### config.mk
export PLATFORM = sky130hd
export DESIGN_NAME = ahb_master_arbiter_flat
export DESIGN_NICKNAME = d
export VERILOG_FILES = /design/src/rtl/ahb_master_arbiter_pkg.sv /design/src/rtl/ahb_master_arbiter_if.sv /design/src/rtl/ahb_master_arbiter_rr_pick.sv /design/src/rtl/ahb_master_arbiter.sv /design/src/flat_wrapper.sv
export SDC_FILE = /design/constraint.sdc
export NUM_CORES = 1
export LEC_CHECK = 0
export BUFFER_PORTS_ARGS = -buffer_cell sky130_fd_sc_hd__buf_2
export CAP_MARGIN = 0
export CORE_MARGIN = 3
export CORE_UTILIZATION = 46
export DETAILED_ROUTE_END_ITERATION = 8
export PLACE_DENSITY = 0.75
export SETUP_SLACK_MARGIN = 0.02
export SLEW_MARGIN = 20
export SYNTH_ARGS = -nofsm -noshare
export SYNTH_HDL_FRONTEND = slang
export SYNTH_SLANG_ARGS = --single-unit
### constraint.sdc
create_clock -name HCLK -period 2.4 [get_ports HCLK]
set_clock_uncertainty 0.2 [all_clocks]
set_input_delay 0.24 -clock HCLK [delete_from_list [all_inputs] [get_ports HCLK]]
set_output_delay 0.24 -clock HCLK [all_outputs]
set_load 0.01 [all_outputs]
### src/rtl/ahb_master_arbiter_pkg.sv
// ahb_arb_pkg: shared types and helpers for the AHB master arbiter slice.
// Holds the arbiter state enum, the HTRANS encodings, the default master
// count and the index-width helper used to size HMASTER/HMASTER_D.
package ahb_arb_pkg;

   localparam int unsigned NUM_MASTERS_DEF = 4;

   typedef enum logic [1:0] {
      ST_PARK = 2'd0,
      ST_OWN  = 2'd1,
      ST_LOCK = 2'd2
   } arb_state_e;

   typedef enum logic [1:0] {
      HTRANS_IDLE   = 2'b00,
      HTRANS_BUSY   = 2'b01,
      HTRANS_NONSEQ = 2'b10,
      HTRANS_SEQ    = 2'b11
   } htrans_e;

   // Width of a master index; never below one bit.
   function automatic int unsigned idx_w(input int unsigned n);
      return (n <= 2) ? 1 : $clog2(n);
   endfunction

endpackage

### src/rtl/ahb_master_arbiter_if.sv
// ahb_master_arbiter_if: request/grant bundle between the AHB masters (plus
// the bridge HREADY) and the arbiter. The master modport is the requesting
// side, the slave modport is the arbiter.
interface ahb_master_arbiter_if
   import ahb_arb_pkg::*;
#(
   parameter int unsigned NUM_MASTERS = NUM_MASTERS_DEF
) ();

   localparam int unsigned IDX_W = idx_w(NUM_MASTERS);

   logic [NUM_MASTERS-1:0] HBUSREQ;
   logic [NUM_MASTERS-1:0] HLOCK;
   logic [1:0]             HTRANS;
   logic                   HREADY;
   logic [NUM_MASTERS-1:0] HGRANT;
   logic [IDX_W-1:0]       HMASTER;
   logic [IDX_W-1:0]       HMASTER_D;
   logic                   HMASTLOCK;

   modport master (
      output HBUSREQ, HLOCK, HTRANS, HREADY,
      input  HGRANT, HMASTER, HMASTER_D, HMASTLOCK
   );

   modport slave (
      input  HBUSREQ, HLOCK, HTRANS, HREADY,
      output HGRANT, HMASTER, HMASTER_D, HMASTLOCK
   );

endinterface

### src/rtl/ahb_master_arbiter_rr_pick.sv
// rr_pick: combinational round-robin search. Returns the first set request
// at or above start, wrapping past the top index, plus a found flag.
module rr_pick
   import ahb_arb_pkg::*;
#(
   parameter  int unsigned NUM_MASTERS = NUM_MASTERS_DEF,
   localparam int unsigned IDX_W       = idx_w(NUM_MASTERS)
) (
   input  logic [NUM_MASTERS-1:0] req,
   input  logic [IDX_W-1:0]       start,
   output logic [IDX_W-1:0]       idx,
   output logic                   found
);

   // Scan every position once, starting at start and wrapping.
   always_comb begin : pick
      int unsigned pos;
      logic [IDX_W-1:0] p;
      found = 1'b0;
      idx   = '0;
      pos   = 0;
      p     = '0;
      for (int unsigned i = 0; i < NUM_MASTERS; i++) begin
         pos = 32'(start) + i;
         if (pos >= NUM_MASTERS) pos = pos - NUM_MASTERS;
         p = IDX_W'(pos);
         if (!found && req[p]) begin
            found = 1'b1;
            idx   = p;
         end
      end
   end

endmodule

### src/rtl/ahb_master_arbiter.sv
// ahb_master_arbiter: round-robin AHB arbiter in front of the AHB-to-APB
// bridge. Registered one-hot grant, address-phase and data-phase owner
// indices; every change is qualified by HREADY so transfers never split.
// Optional ARB_TENURE_LIMIT_EN: caps an owner at MAX_TENURE active beats
// while another master is waiting.
module ahb_master_arbiter
   import ahb_arb_pkg::*;
#(
   parameter int unsigned NUM_MASTERS = NUM_MASTERS_DEF,
   parameter int unsigned MAX_TENURE  = 16
) (
   input logic                  HCLK,
   input logic                  HRESETn,
   ahb_master_arbiter_if.slave  bus
);

   localparam int unsigned      IDX_W    = idx_w(NUM_MASTERS);
   localparam logic [IDX_W-1:0] LAST_IDX = IDX_W'(NUM_MASTERS - 1);

   if (NUM_MASTERS < 2 || NUM_MASTERS > 8 || MAX_TENURE < 1) begin : g_bad_cfg
      $error("ahb_master_arbiter: unsupported NUM_MASTERS or MAX_TENURE");
   end

   function automatic logic [IDX_W-1:0] inc_mod(input logic [IDX_W-1:0] i);
      return (i == LAST_IDX) ? '0 : i + 1'b1;
   endfunction

   function automatic logic [NUM_MASTERS-1:0] onehot(input logic [IDX_W-1:0] i);
      logic [NUM_MASTERS-1:0] v;
      v    = '0;
      v[i] = 1'b1;
      return v;
   endfunction

   arb_state_e             state_q, state_d;
   logic [IDX_W-1:0]       owner_q, owner_d;
   logic [IDX_W-1:0]       master_d_q, master_d_d;
   logic [IDX_W-1:0]       rr_ptr_q, rr_ptr_d;
   logic [NUM_MASTERS-1:0] grant_q, grant_d;

   logic [IDX_W-1:0]       pick_start;
   logic [IDX_W-1:0]       pick_idx;
   logic                   pick_found;
   logic                   lock_req;
   logic                   release_req;
   logic                   tenure_force;

   rr_pick #(
      .NUM_MASTERS (NUM_MASTERS)
   ) u_pick (
      .req   (bus.HBUSREQ),
      .start (pick_start),
      .idx   (pick_idx),
      .found (pick_found)
   );

   // Search origin: rr_ptr when parked, the slot after the owner otherwise.
   always_comb begin
      pick_start  = (state_q == ST_PARK) ? rr_ptr_q : inc_mod(owner_q);
      lock_req    = bus.HLOCK[owner_q] && (bus.HTRANS == HTRANS_NONSEQ);
      release_req = !bus.HBUSREQ[owner_q] || tenure_force;
   end

`ifdef ARB_TENURE_LIMIT_EN
   localparam int unsigned TEN_W = $clog2(MAX_TENURE + 1);

   logic [TEN_W-1:0] tenure_q, tenure_d;
   logic             arb_event;

   // Tenure count: active beats in ST_OWN, saturating, cleared on handover.
   always_comb begin
      tenure_force = (tenure_q == TEN_W'(MAX_TENURE)) &&
                     (|(bus.HBUSREQ & ~grant_q));
      arb_event    = bus.HREADY &&
                     (((state_q == ST_PARK) && pick_found) ||
                      ((state_q == ST_OWN) && !lock_req && release_req));
      tenure_d     = tenure_q;
      if (bus.HREADY) begin
         if (arb_event) begin
            tenure_d = '0;
         end else if ((state_q == ST_OWN) && bus.HTRANS[1] &&
                      (tenure_q != TEN_W'(MAX_TENURE))) begin
            tenure_d = tenure_q + 1'b1;
         end
      end
   end

   // Tenure counter register.
   always_ff @(posedge HCLK or posedge HRESETn) begin
      if (HRESETn) tenure_q <= '0;
      else         tenure_q <= tenure_d;
   end
`else
   // Without the tenure limit an owner keeps the bus while it requests.
   always_comb tenure_force = 1'b0;
`endif

   // Arbitration FSM next state; everything holds while HREADY is low.
   always_comb begin
      state_d    = state_q;
      owner_d    = owner_q;
      grant_d    = grant_q;
      rr_ptr_d   = rr_ptr_q;
      master_d_d = master_d_q;
      if (bus.HREADY) begin
         master_d_d = owner_q;
         unique case (state_q)
            ST_PARK: begin
               if (pick_found) begin
                  state_d  = ST_OWN;
                  owner_d  = pick_idx;
                  grant_d  = onehot(pick_idx);
                  rr_ptr_d = inc_mod(pick_idx);
               end
            end
            ST_OWN: begin
               if (lock_req) begin
                  state_d = ST_LOCK;
               end else if (release_req) begin
                  if (pick_found) begin
                     owner_d  = pick_idx;
                     grant_d  = onehot(pick_idx);
                     rr_ptr_d = inc_mod(pick_idx);
                  end else begin
                     state_d  = ST_PARK;
                     owner_d  = '0;
                     grant_d  = onehot('0);
                     rr_ptr_d = inc_mod('0);
                  end
               end
            end
            ST_LOCK: begin
               if (!bus.HLOCK[owner_q]) state_d = ST_OWN;
            end
            default: begin
               state_d = ST_PARK;
               owner_d = '0;
               grant_d = onehot('0);
            end
         endcase
      end
   end

   // State and output registers, asynchronously returned to park.
   always_ff @(posedge HCLK or posedge HRESETn) begin
      if (HRESETn) begin
         state_q    <= ST_PARK;
         owner_q    <= '0;
         grant_q    <= NUM_MASTERS'(1);
         rr_ptr_q   <= '0;
         master_d_q <= '0;
      end else begin
         state_q    <= state_d;
         owner_q    <= owner_d;
         grant_q    <= grant_d;
         rr_ptr_q   <= rr_ptr_d;
         master_d_q <= master_d_d;
      end
   end

   // Outputs come straight from registers.
   always_comb begin
      bus.HGRANT    = grant_q;
      bus.HMASTER   = owner_q;
      bus.HMASTER_D = master_d_q;
      bus.HMASTLOCK = (state_q == ST_LOCK);
   end

endmodule
### src/flat_wrapper.sv
// flat-port wrapper written by rule: the top's interface ports become plain ports
module ahb_master_arbiter_flat import ahb_arb_pkg::*;
#(
   parameter int unsigned NUM_MASTERS = NUM_MASTERS_DEF,
   parameter int unsigned MAX_TENURE  = 16
)
  (HCLK, HRESETn, bus_HBUSREQ, bus_HLOCK, bus_HTRANS, bus_HREADY, bus_HGRANT, bus_HMASTER, bus_HMASTER_D, bus_HMASTLOCK);
  ahb_master_arbiter_if #(.NUM_MASTERS(NUM_MASTERS)) bus_i ();
  input logic HCLK;
  input logic HRESETn;
  input wire logic [$bits(bus_i.HBUSREQ)-1:0] bus_HBUSREQ;
  input wire logic [$bits(bus_i.HLOCK)-1:0] bus_HLOCK;
  input wire logic [$bits(bus_i.HTRANS)-1:0] bus_HTRANS;
  input wire logic [$bits(bus_i.HREADY)-1:0] bus_HREADY;
  output wire logic [$bits(bus_i.HGRANT)-1:0] bus_HGRANT;
  output wire logic [$bits(bus_i.HMASTER)-1:0] bus_HMASTER;
  output wire logic [$bits(bus_i.HMASTER_D)-1:0] bus_HMASTER_D;
  output wire logic [$bits(bus_i.HMASTLOCK)-1:0] bus_HMASTLOCK;
  assign bus_i.HBUSREQ = bus_HBUSREQ;
  assign bus_i.HLOCK = bus_HLOCK;
  assign bus_i.HTRANS = bus_HTRANS;
  assign bus_i.HREADY = bus_HREADY;
  assign bus_HGRANT = bus_i.HGRANT;
  assign bus_HMASTER = bus_i.HMASTER;
  assign bus_HMASTER_D = bus_i.HMASTER_D;
  assign bus_HMASTLOCK = bus_i.HMASTLOCK;
  ahb_master_arbiter #(.NUM_MASTERS(NUM_MASTERS), .MAX_TENURE(MAX_TENURE)) u_core (.HCLK(HCLK), .HRESETn(HRESETn), .bus(bus_i));
endmodule
==> metrics.txt, run 1 <==
Internal Pwr Total=0.814 mW; Post-synth EDFFs=0; uppermost routed layer=met4; ANT nets after route=0; RR Endpoint=u_core.rr_ptr_q[1]$_DFFE_PP0P_; final total power=1.34 mW; chip width=49.7 um; first-pass GRT wire length=3.86 mm; crit-path cells=ha_4 > o22a_1 > or4_4 > a311oi_4 > ha_1 > nor2b_1 > a22o_1; Setup crit start=u_core.bus.HMASTER[0]$_DFFE_PP0P_; Placed Area=1120 sq um; r2r worst-path depth=7; post-synthesis sequential area ratio=34.4%; critical path type=reg -> reg; crit path capture=u_core.rr_ptr_q[1]$_DFFE_PP0P_; Max clock buf depth=2; worst-skew pair later-pin latency=290 ps; largest driver fanout on the critical path=4; Setup TNS=-151 ps; CP max stage cell=or4_4; Finished Core Util=67.2%; gr ovfl total=0; Port Buffers=21; post-DP HPWL=1.71 mm; Met1 Wirelength=1.01 mm; wire per inst=14.9 um; failing checks=negative setup slack; Layout Nets=143; Cell variety after synth=41; initial antenna violation count=0; top-area cell type share of the netlist area=31.4%; met2 routed WL=1.06 mm; async set or reset register ratio after synthesis=100%; Max VDD drop=0.000564 V; CP max stage delay=530 ps; Core Region=1760 sq um; DRC violations left=0; Die Span Y=49.7 um; Mapped Area=877 sq um; wire length on met3=116 um; CP Data Arrival Time=2480 ps; drt pass-1 iters=4; Routed WL=2.22 mm; final setup vio count=2; Die Area=2470 sq um; synth top area cells=dfrtp_1, ha_1, mux2_2; largest net degree at the start of global routing=13; Syn Nets=103; switching pwr=0.528 mW; static leakage=0.568 nW; final hold slack=59.9 ps; status=finished, violations left; aggregate global-route resource usage=20.2%; commonest non-fill, non-tap cell in the layout=buf_2; CTS tree=yes; RSZ-0062 raised after global routing=true; Top FF cell, synth=dfrtp_1; final worst-path cycle share=104%; Seq cells post-synth=12; vias in the first global route=873; initial drt markers=21; Slew @ Worst Pin=481 ps; Clock Sinks=12; switching part of the total=39.3%; HP Class=in -> reg; largest area contributor in the netlist=dfrtp_1; diode count=0; # rows=15; R2R Path Start=u_core.bus.HMASTER[0]$_DFFE_PP0P_; max-slew violations=0; Syn Area/Cell=10.3 sq um; mean number of vias per cell=5.74; Final Wtd Congestion=0.817; total number of vias=855; Slew Limit Headroom=67.9%; R2R setup slack=-110 ps; commonest cells after routing, fill and taps aside=buf_2, buf_4, dfrtp_1; Initial Utilization=49.7%; crit path time final=2510 ps; Comb pwr share=63.1%; element type at the critical path end=register; cell area after layout=1190 sq um; H-tree depth=1; clock share of power=10.4%; MaxCap Viol Count=0; num ports=22; CTS root buffer=clkbuf_4; clk slew on worst S/H paths=80 ps; area grow syn2layout=35.2%; final number of hold-violating endpoints=0; Synth warnings=0; Power Density=1130 nW/um^2; Mapped Cells=85; Startpoint Class=register; layout cells sized above 1=46.0%; worst path required time=2380 ps; sequential share of power=26.5%; TritonCTS Buffers=3; fin worst setup slack=-106 ps; Max Clock Freq=0.399 GHz
==> critical path: cells and delay by family (launching register included) <==
family                   cells  cell delay (ps)
AND/OR/NAND/NOR              2              660
flip-flops                   1              440
AO/OA/AOI/OAI                3              650
adder cells (fa/ha/maj)      2              460
==> synth_stat cells, types with 2 or more instances <==
cell type	number
o21ai_0	2
nand2b_1	2
nor2_1	3
nor2b_1	2
a22o_1	5
buf_2	3
inv_1	6
dfrtp_1	11
o32ai_1	2
ha_1	5
mux2_2	4
o22ai_1	2
nand2_1	6
a22oi_1	2
and2_1	2
a21oi_1	3
==> sequential cells by signal, summed over array words and instances, names as in the netlist <==
signal,count
u_core.bus.HMASTER_D,2
u_core.bus.HGRANT,4
u_core.state_q,2
u_core.rr_ptr_q,2
u_core.bus.HMASTER,2
==> logic make-up after synthesis <==
kind of cell             Yosys count  synth area share [%]
AND/OR/NAND/NOR                   26                  18.4
adder cells (fa/ha/maj)            5                  7.13
buffers and inverters             10                  4.71
AO/OA/AOI/OAI                     27                  27.7
flip-flops                        12                  34.4
multiplexers                       5                  7.70
==> power by group through the flow <==
stage	clock network, mW	registers [mW]	logic (mW)
after floorplan	0	0.381	0.481
after global placement	0	0.352	0.770
after detailed placement	0	0.358	0.790
after CTS	0.142	0.355	0.807
after global routing	0.154	0.366	0.924
final	0.139	0.356	0.846
==> stage by stage <==
stage / setup WS, ps / cells
6_report: -106 / 149
5_1_grt: -195 / 149
4_1_cts: -93.1 / 148
3_5_place_dp: -84.3 / 142
3_3_place_gp: -50.6 / 142
2_1_floorplan: -93.6 / 85
==> area by class of cell <==
class                      instances  area (sq um)
fill                             154           578
inverter                           6          22.5
multi-input combinational         63           553
timing repair buffer              39           250
sequential                        12           303
clock buffer                       4          26.3
tap                               25          31.3
==> per-layer routing <==
metal,up-vias,global-route usage (%)
li1,408,-
met1,412,25.3
met2,29,34.1
met3,6,3.32
met4,0,8.29
met5,-,0
==> worst min path at each step <==
stage                from                                to  slack (ps)  cells after the start
6_report       bus_HREADY     u_core.state_q[0]$_DFFE_PP0P_          60                      2
3_5_place_dp      HRESETn  u_core.bus.HGRANT[3]$_DFFE_PP0P_          70                      2
5_1_grt        bus_HREADY     u_core.state_q[0]$_DFFE_PP0P_          80                      2
3_3_place_gp      HRESETn  u_core.bus.HGRANT[3]$_DFFE_PP0P_          60                      2
4_1_cts        bus_HREADY     u_core.state_q[0]$_DFFE_PP0P_          60                      2
2_1_floorplan     HRESETn  u_core.bus.HGRANT[1]$_DFFE_PP0P_        -100                      1
==> repair_timing <==
action | 4_1_cts | 5_1_grt
hold buffers | 1 | 0
setup buffers | 1 | 1
endpoints found under the setup margin | 2 | 4
endpoints found under the hold margin | 11 | 0
pin swaps | 0 | 0
resized for setup | 0 | 3
Note: power is estimated with default switching activity, not from simulation.
==> run 2, diff against run 1 <==
--- a/config.mk
+++ b/config.mk
@@ -8,11 +8,12 @@
 export BUFFER_PORTS_ARGS = -buffer_cell sky130_fd_sc_hd__buf_2
 export CAP_MARGIN = 0
 export CORE_MARGIN = 3
-export CORE_UTILIZATION = 46
+export CORE_UTILIZATION = 52
 export DETAILED_ROUTE_END_ITERATION = 8
-export PLACE_DENSITY = 0.75
+export PLACE_DENSITY = 0.79
 export SETUP_SLACK_MARGIN = 0.02
 export SLEW_MARGIN = 20
 export SYNTH_ARGS = -nofsm -noshare
 export SYNTH_HDL_FRONTEND = slang
+export SYNTH_HIERARCHICAL = 1
 export SYNTH_SLANG_ARGS = --single-unit
==> constraint.sdc (replaced) <==
create_clock -name HCLK -period 2.7 [get_ports HCLK]
set_clock_uncertainty 0.2 [all_clocks]
set_input_delay 0.27 -clock HCLK [delete_from_list [all_inputs] [get_ports HCLK]]
set_output_delay 0.27 -clock HCLK [all_outputs]
set_load 0.01 [all_outputs]
==> run 2 against run 1 <==
  * The flow now finishes without violations
  * Utilization up 3.5 points
  * Count of clock-buffer cells in the layout unchanged
  * Cell area increased by 5.2%
  * Total power rose by 8.7%
  * Sequential share of layout area shrank 1.4 points
  * Non-clock buffer count is 7 lower
  * Flip-flop and latch count unchanged
  * Worst setup slack gained 190 ps
  * Largest power group unchanged
  * Highest routed layer unchanged
==> metrics.txt, run 2 <==
status=finished, final reports clean; drt pass-1 iters=4 (unchanged); top-area cell type share of the netlist area=27.9% (-3.5 points); DP Worst Slack=-37.7 ps (+46.5 ps); final worst-path cycle share=97.0% (-7.4 points); initial antenna violation count=0 (unchanged); HP Class=in -> reg; Max VDD drop=0.000793 V (+41%); largest area contributor in the netlist=dfrtp_1; worst-skew pair later-pin latency=270 ps (-20 ps); Die Span Y=49.5 um (-0.24%); max reg flops=4 (unchanged); max-slew violations=0 (unchanged); element type at the critical path end=register; Port Buffers=21 (unchanged); Mapped Cells=106 (+25%); post-synthesis sequential area ratio=30.6% (-3.8 points); first-pass GRT wire length=4.31 mm (+12%); DRC violations left=0 (unchanged); Slew @ Worst Pin=632 ps (+152 ps); top cells by instance count after synthesis=dfrtp_1, a21oi_1, inv_1, nand2_1; Setup crit start=u_core/bus.HMASTER[0]$_DFFE_PP0P_; chip width=49.5 um (-0.24%); total number of vias=991 (+16%); CP max stage delay=440 ps (-90 ps); Core Region=1760 sq um (unchanged); CTS root buffer=clkbuf_4; R2R Path Start=u_core/bus.HMASTER[0]$_DFFE_PP0P_; wire per inst=16.4 um (+9.7%); static leakage=0.610 nW (+7.4%); largest driver fanout on the critical path=3 (-1); number of fill cells=155 (+0.65%); initial drt markers=33 (+57%); Max clock buf depth=2 (unchanged); synth top area cells=dfrtp_1, ha_1, mux2_2; Die Area=2450 sq um (-0.48%); r2r worst-path depth=10 (+3); Non-Filler Instances=161 (+8.1%); num ports=22 (unchanged); vias in the first global route=965 (+11%); Initial Utilization=55.9% (+6.2 points); final number of hold-violating endpoints=0 (unchanged); Max Clock Freq=0.382 GHz (-4.3%); CP Data Arrival Time=2590 ps (+110 ps); CTS tree=yes; Post-synth EDFFs=0 (unchanged); layout cells sized above 1=39.0% (-7.0 points); ANT nets after route=0 (unchanged); crit path time final=2620 ps (+112 ps); Final Wtd Congestion=0.910 (+11%); commonest cells after routing, fill and taps aside=buf_2, dfrtp_1, buf_4; Cell variety after synth=41 (unchanged); area grow syn2layout=26.5%; Placed Area=1150 sq um (+2.6%); Power Density=1170 nW/um^2 (+3.4%); MaxCap Viol Count=0 (unchanged); Routed WL=2.64 mm (+19%); TritonCTS Buffers=3 (unchanged); Top FF cell, synth=dfrtp_1; Slew Limit Headroom=57.4% (-11 points); Syn Area/Cell=9.30 sq um (-9.9%); largest net degree at the start of global routing=16 (+3); RR Endpoint=u_core/bus.HGRANT[2]$_DFFE_PP0P_; H-tree depth=1 (unchanged); final setup vio count=0 (-2); post-DP HPWL=1.92 mm (+12%); Synth warnings=6 (+6); R2R setup slack=80 ps (+190 ps); aggregate global-route resource usage=22.8% (+2.6 points); Layout Nets=155 (+8.4%); cell area after layout=1250 sq um (+5.2%); Mapped Area=986 sq um (+12%); Syn Nets=124 (+20%); clk slew on worst S/H paths=80 ps (about the same); most frequent cell after synthesis=dfrtp_1; worst path required time=2670 ps (+290 ps); critical path type=reg -> reg; gr ovfl total=0 (unchanged); CP max stage cell=dfrtp_1; Clock Sinks=12 (unchanged); diode count=0 (unchanged); async set or reset register ratio after synthesis=100% (unchanged); commonest non-fill, non-tap cell in the layout=buf_2; fin worst setup slack=81.2 ps (+188 ps); # rows=15 (unchanged); cell seen most often among critical-path stages=buf_4; crit path capture=u_core/bus.HGRANT[2]$_DFFE_PP0P_; Seq cells post-synth=12 (unchanged); crit-path cells=ha_1 > mux2_2 > buf_4 > a21oi_1 > a21oi_2 > buf_4 > buf_4 > ha_1 > a32o_1 > a211o_1; placed instance count=154 (+8.5%); Startpoint Class=register; mean number of vias per cell=6.16 (+7.3%)
run 2: changes by cell type after synthesis, moves of 3 or more:
cell,delta
a32o_1,+3
buf_2,-3
inv_1,+3
clkbuf_1,+3
a21oi_1,+6
a211o_1,+3
a22o_1,-3
run 2: worst min-delay path by stage:
stage,from,to,slack (ps),cells after the start
detailed placement,HRESETn,u_core/bus.HMASTER[1]$_DFFE_PP0P_,100,2
global route,bus_HREADY,u_core/bus.HMASTER_D[0]$_DFFE_PP0P_,190,2
global placement,HRESETn,u_core/bus.HGRANT[3]$_DFFE_PP0P_,90,2
finish,bus_HREADY,u_core/bus.HMASTER_D[0]$_DFFE_PP0P_,200,2
floorplan,HRESETn,u_core/bus.HGRANT[1]$_DFFE_PP0P_,-70,1
CTS,bus_HREADY,u_core/bus.HMASTER_D[0]$_DFFE_PP0P_,190,2
run 2: stage by stage:
stage	hold slack (ps)	util [%]	setup TNS, ps	total power, mW
after floorplan	-66.0	-	0	0.921
after global placement	93.8	65.3	0	1.16
after detailed placement	96.8	65.3	-37.7	1.20
after CTS	194	68.4	0	1.37
after global routing	187	70.7	-48.4	1.58
final	198	70.7	0	1.46
run 2: repair_timing:
item                                    in CTS  in global routing
gates resized for setup                      2                  7
hold endpoints to repair                    11                  0
pin swaps                                    0                  4
endpoints found under the setup margin       2                  6
hold buffers                                 1                  0
setup buffers                                0                  2
run 2: report_power, final:
part | internal (mW) | switching (mW)
combinational | 0.480 | 0.507
clock | 0.0819 | 0.0595
sequential | 0.268 | 0.0625
total | 0.830 | 0.629
run 2: routing by layer:
metal / global-route usage (%) / vias up / part of all wire, %
li1: - / 455 / -
met3: 3.93 / 12 / 7.8
met2: 39.0 / 47 / 51
met1: 27.5 / 477 / 38
met4: 10.6 / 0 / 2.8
met5: 0 / - / 0
run 2: area by class of cell:
type                       instances  area (sq um)  area share [%]
clock buffer                       4          36.3            2.91
multi-input combinational         78           651            52.2
sequential                        12           302            24.2
inverter                          10          37.5            3.01
tap                               25          31.3            2.51
timing repair buffer              32           190            15.2
run 2: worst max-delay path: cells and delay by family, from the launching register on:
kind / cells / cell delay, ps
AO/OA/AOI/OAI: 4 / 690
adder cells (fa/ha/maj): 2 / 500
flip-flops: 1 / 440
buffers and inverters: 3 / 420
multiplexers: 1 / 280
run 2: cell families after synthesis:
group / Yosys count / share of synthesized area, %
flip-flops: 12 / 30.6
adder cells (fa/ha/maj): 5 / 6.35
AND/OR/NAND/NOR: 27 / 14.3
multiplexers: 9 / 13.2
AO/OA/AOI/OAI: 37 / 28.7
buffers and inverters: 16 / 6.85
==> run 3, diff against run 2 <==
--- a/config.mk
+++ b/config.mk
@@ -6,11 +6,14 @@
 export NUM_CORES = 1
 export LEC_CHECK = 0
 export BUFFER_PORTS_ARGS = -buffer_cell sky130_fd_sc_hd__buf_2
-export CAP_MARGIN = 0
+export CELL_PAD_IN_SITES_DETAIL_PLACEMENT = 2
+export CELL_PAD_IN_SITES_GLOBAL_PLACEMENT = 2
+export CORE_ASPECT_RATIO = 2
 export CORE_MARGIN = 3
-export CORE_UTILIZATION = 52
+export CORE_UTILIZATION = 32
 export DETAILED_ROUTE_END_ITERATION = 8
-export PLACE_DENSITY = 0.79
+export PLACE_DENSITY = 0.8
+export REMOVE_ABC_BUFFERS = 1
 export SETUP_SLACK_MARGIN = 0.02
 export SLEW_MARGIN = 20
 export SYNTH_ARGS = -nofsm -noshare
==> run 3 against run 2 <==
  * Fmax increased by 0.39%
  * First-iteration DRC count fell by 18%
  * Sequential share of layout area down 0.57 points
  * Via count grew 2.6%
  * Cell count increased by 2.5%
  * Cell area increased by 2.4%
  * Sequential power hardly changed
  * Worst hold slack got worse by 1.2 ps
  * Worst setup slack better by 10 ps
  * Critical endpoint unchanged
==> metrics.txt, run 3 (synthesis results as in run 2) <==
initial drt markers=27 (-18%); Routed WL=3.76 mm (+43%); Die Area=3820 sq um (+56%); diode count=0 (unchanged); Slew Limit Headroom=38.8% (-19 points); Final Wtd Congestion=0.825 (-9.3%); Slew @ Worst Pin=910 ps (+278 ps); critical path type=reg -> reg; commonest non-fill, non-tap cell in the layout=buf_2; H-tree depth=1 (unchanged); CP max stage delay=420 ps (-20 ps); commonest cells after routing, fill and taps aside=buf_2, dfrtp_1, buf_4; final setup vio count=0 (unchanged); crit path time final=2610 ps (-10.2 ps); Max clock buf depth=2 (unchanged); area grow syn2layout=29.6%; chip width=45.3 um (-8.7%); Startpoint Class=register; worst path required time=2630 ps (-40 ps); max-slew violations=0 (unchanged); Initial Utilization=34.7% (-21 points); cell family with most CP delay=compound AO/OA/AOI/OAI gates; Die Span Y=84.5 um (+71%); clock share of power=12.7% (+3.0 points); Non-Filler Instances=165 (+2.5%); Clock Sinks=12 (unchanged); CP max stage cell=dfrtp_1; crit-path cells=nor2_4 > mux2_2 > a221o_1 > a21oi_2 > inv_1 > ha_1 > a32o_1 > a211o_1; final total power=1.59 mW (+9.2%); MaxCap Viol Count=0 (unchanged); final number of hold-violating endpoints=0 (unchanged); aggregate global-route resource usage=21.7% (-1.1 points); CP Data Arrival Time=2530 ps (-60 ps); final worst-path cycle share=96.6% (-0.38 points); CTS root buffer=clkbuf_8; Max Clock Freq=0.383 GHz (+0.39%); mean number of vias per cell=6.16 (+0.14%); placed instance count=158 (+2.6%); Core Region=2840 sq um (+61%); Internal Pwr Total=0.883 mW (+6.4%); clk slew on worst S/H paths=60 ps (-20 ps); switching pwr=0.710 mW (+13%); largest driver fanout on the critical path=4 (+1); ANT nets after route=0 (unchanged); gr ovfl total=0 (unchanged); initial antenna violation count=0 (unchanged); Layout Nets=155 (unchanged); max reg flops=4 (unchanged); largest net degree at the start of global routing=16 (unchanged); vias in the first global route=1193 (+24%); DRC violations left=0 (unchanged); switching part of the total=44.6% (+1.5 points); status=finished, final reports clean; drt pass-1 iters=4 (unchanged); sequential share of power=20.8% (-1.8 points); num ports=22 (unchanged); Comb pwr share=66.5% (-1.2 points); element type at the critical path end=register; wire per inst=22.8 um (+39%); TritonCTS Buffers=3 (unchanged); post-DP HPWL=2.81 mm (+46%); # rows=27 (+12); Port Buffers=21 (unchanged); first-pass GRT wire length=6.00 mm (+39%); Buf+Inv Stages, Crit Path=1 (-2); Max VDD drop=0.000543 V (-32%); static leakage=0.623 nW (+2.1%); total number of vias=1017 (+2.6%); CTS tree=yes; layout cells sized above 1=39.0% (unchanged); HP Class=in -> reg; worst-skew pair later-pin latency=240 ps (-30 ps); Power Density=1250 nW/um^2 (+6.7%)
-- run 3: cell counts in the layout (fill, tap and decap cells not counted) --
Identical to the previous run, type by type.
-- run 3: power by group through the flow --
stage          registers (mW)  clock network [mW]  logic, mW
5_1_grt                 0.345               0.217       1.15
3_3_place_gp            0.319                   0      0.884
3_5_place_dp            0.329                   0      0.940
6_report                0.331               0.202       1.06
2_1_floorplan           0.386                   0      0.509
4_1_cts                 0.329               0.208      0.974
-- run 3: what timing repair did --
action / CTS / global route
setup endpoints to repair: 6 / 7
setup buffers: 0 / 2
endpoints found under the hold margin: 11 / 0
hold buffers: 1 / 0
pin swaps: 0 / 3
resized for setup: 4 / 5
-- run 3: stage by stage --
| stage | utilization, % | setup slack (ps) | TNS [ps] | area, sq um | hold slack, ps |
|---|---|---|---|---|---|
| 2_1_floorplan | - | -90.6 | -90.6 | 956 | -66.0 |
| 3_3_place_gp | 40.8 | 46.9 | 0 | 1160 | 125 |
| 3_5_place_dp | 40.8 | -48.1 | -95.5 | 1160 | 131 |
| 4_1_cts | 43.5 | 59.8 | 0 | 1230 | 194 |
| 5_1_grt | 45.0 | -9.91 | -9.91 | 1280 | 219 |
| 6_report | 45.0 | 91.4 | 0 | 1280 | 197 |
-- run 3: final cells by class --
cell class	instances	area [sq um]
inverter	10	37.5
sequential	12	302
tap	29	36.3
clock buffer	4	55.1
multi-input combinational	78	657
timing repair buffer	32	190
fill	335	1560
-- run 3: worst paths after layout --
kind / startpoint / end / depth (start not counted) / slack [ps]
worst max-delay path: u_core/state_q[0]$_DFFE_PP0P_ / u_core/bus.HGRANT[2]$_DFFE_PP0P_ / 8 / 90
worst min-delay path: bus_HREADY / u_core/bus.HMASTER_D[0]$_DFFE_PP0P_ / 2 / 200
worst max register to register: u_core/state_q[0]$_DFFE_PP0P_ / u_core/bus.HGRANT[2]$_DFFE_PP0P_ / 8 / 90
worst min register to register: u_core/bus.HGRANT[0]$_DFFE_PP1P_ / u_core/bus.HGRANT[0]$_DFFE_PP1P_ / 2 / 280
max in group asynchronous: HRESETn / u_core/bus.HGRANT[0]$_DFFE_PP1P_ / 3 / 1530
min in group asynchronous: HRESETn / u_core/bus.HMASTER_D[1]$_DFFE_PP0P_ / 3 / 410
-- run 3: per-layer routing --
layer,track usage (%),vias up,share of wire (%)
met5,0,-,0
met4,14.7,0,6.7
met3,3.00,20,2.8
met2,39.5,29,58
met1,20.2,517,33
li1,-,451,-
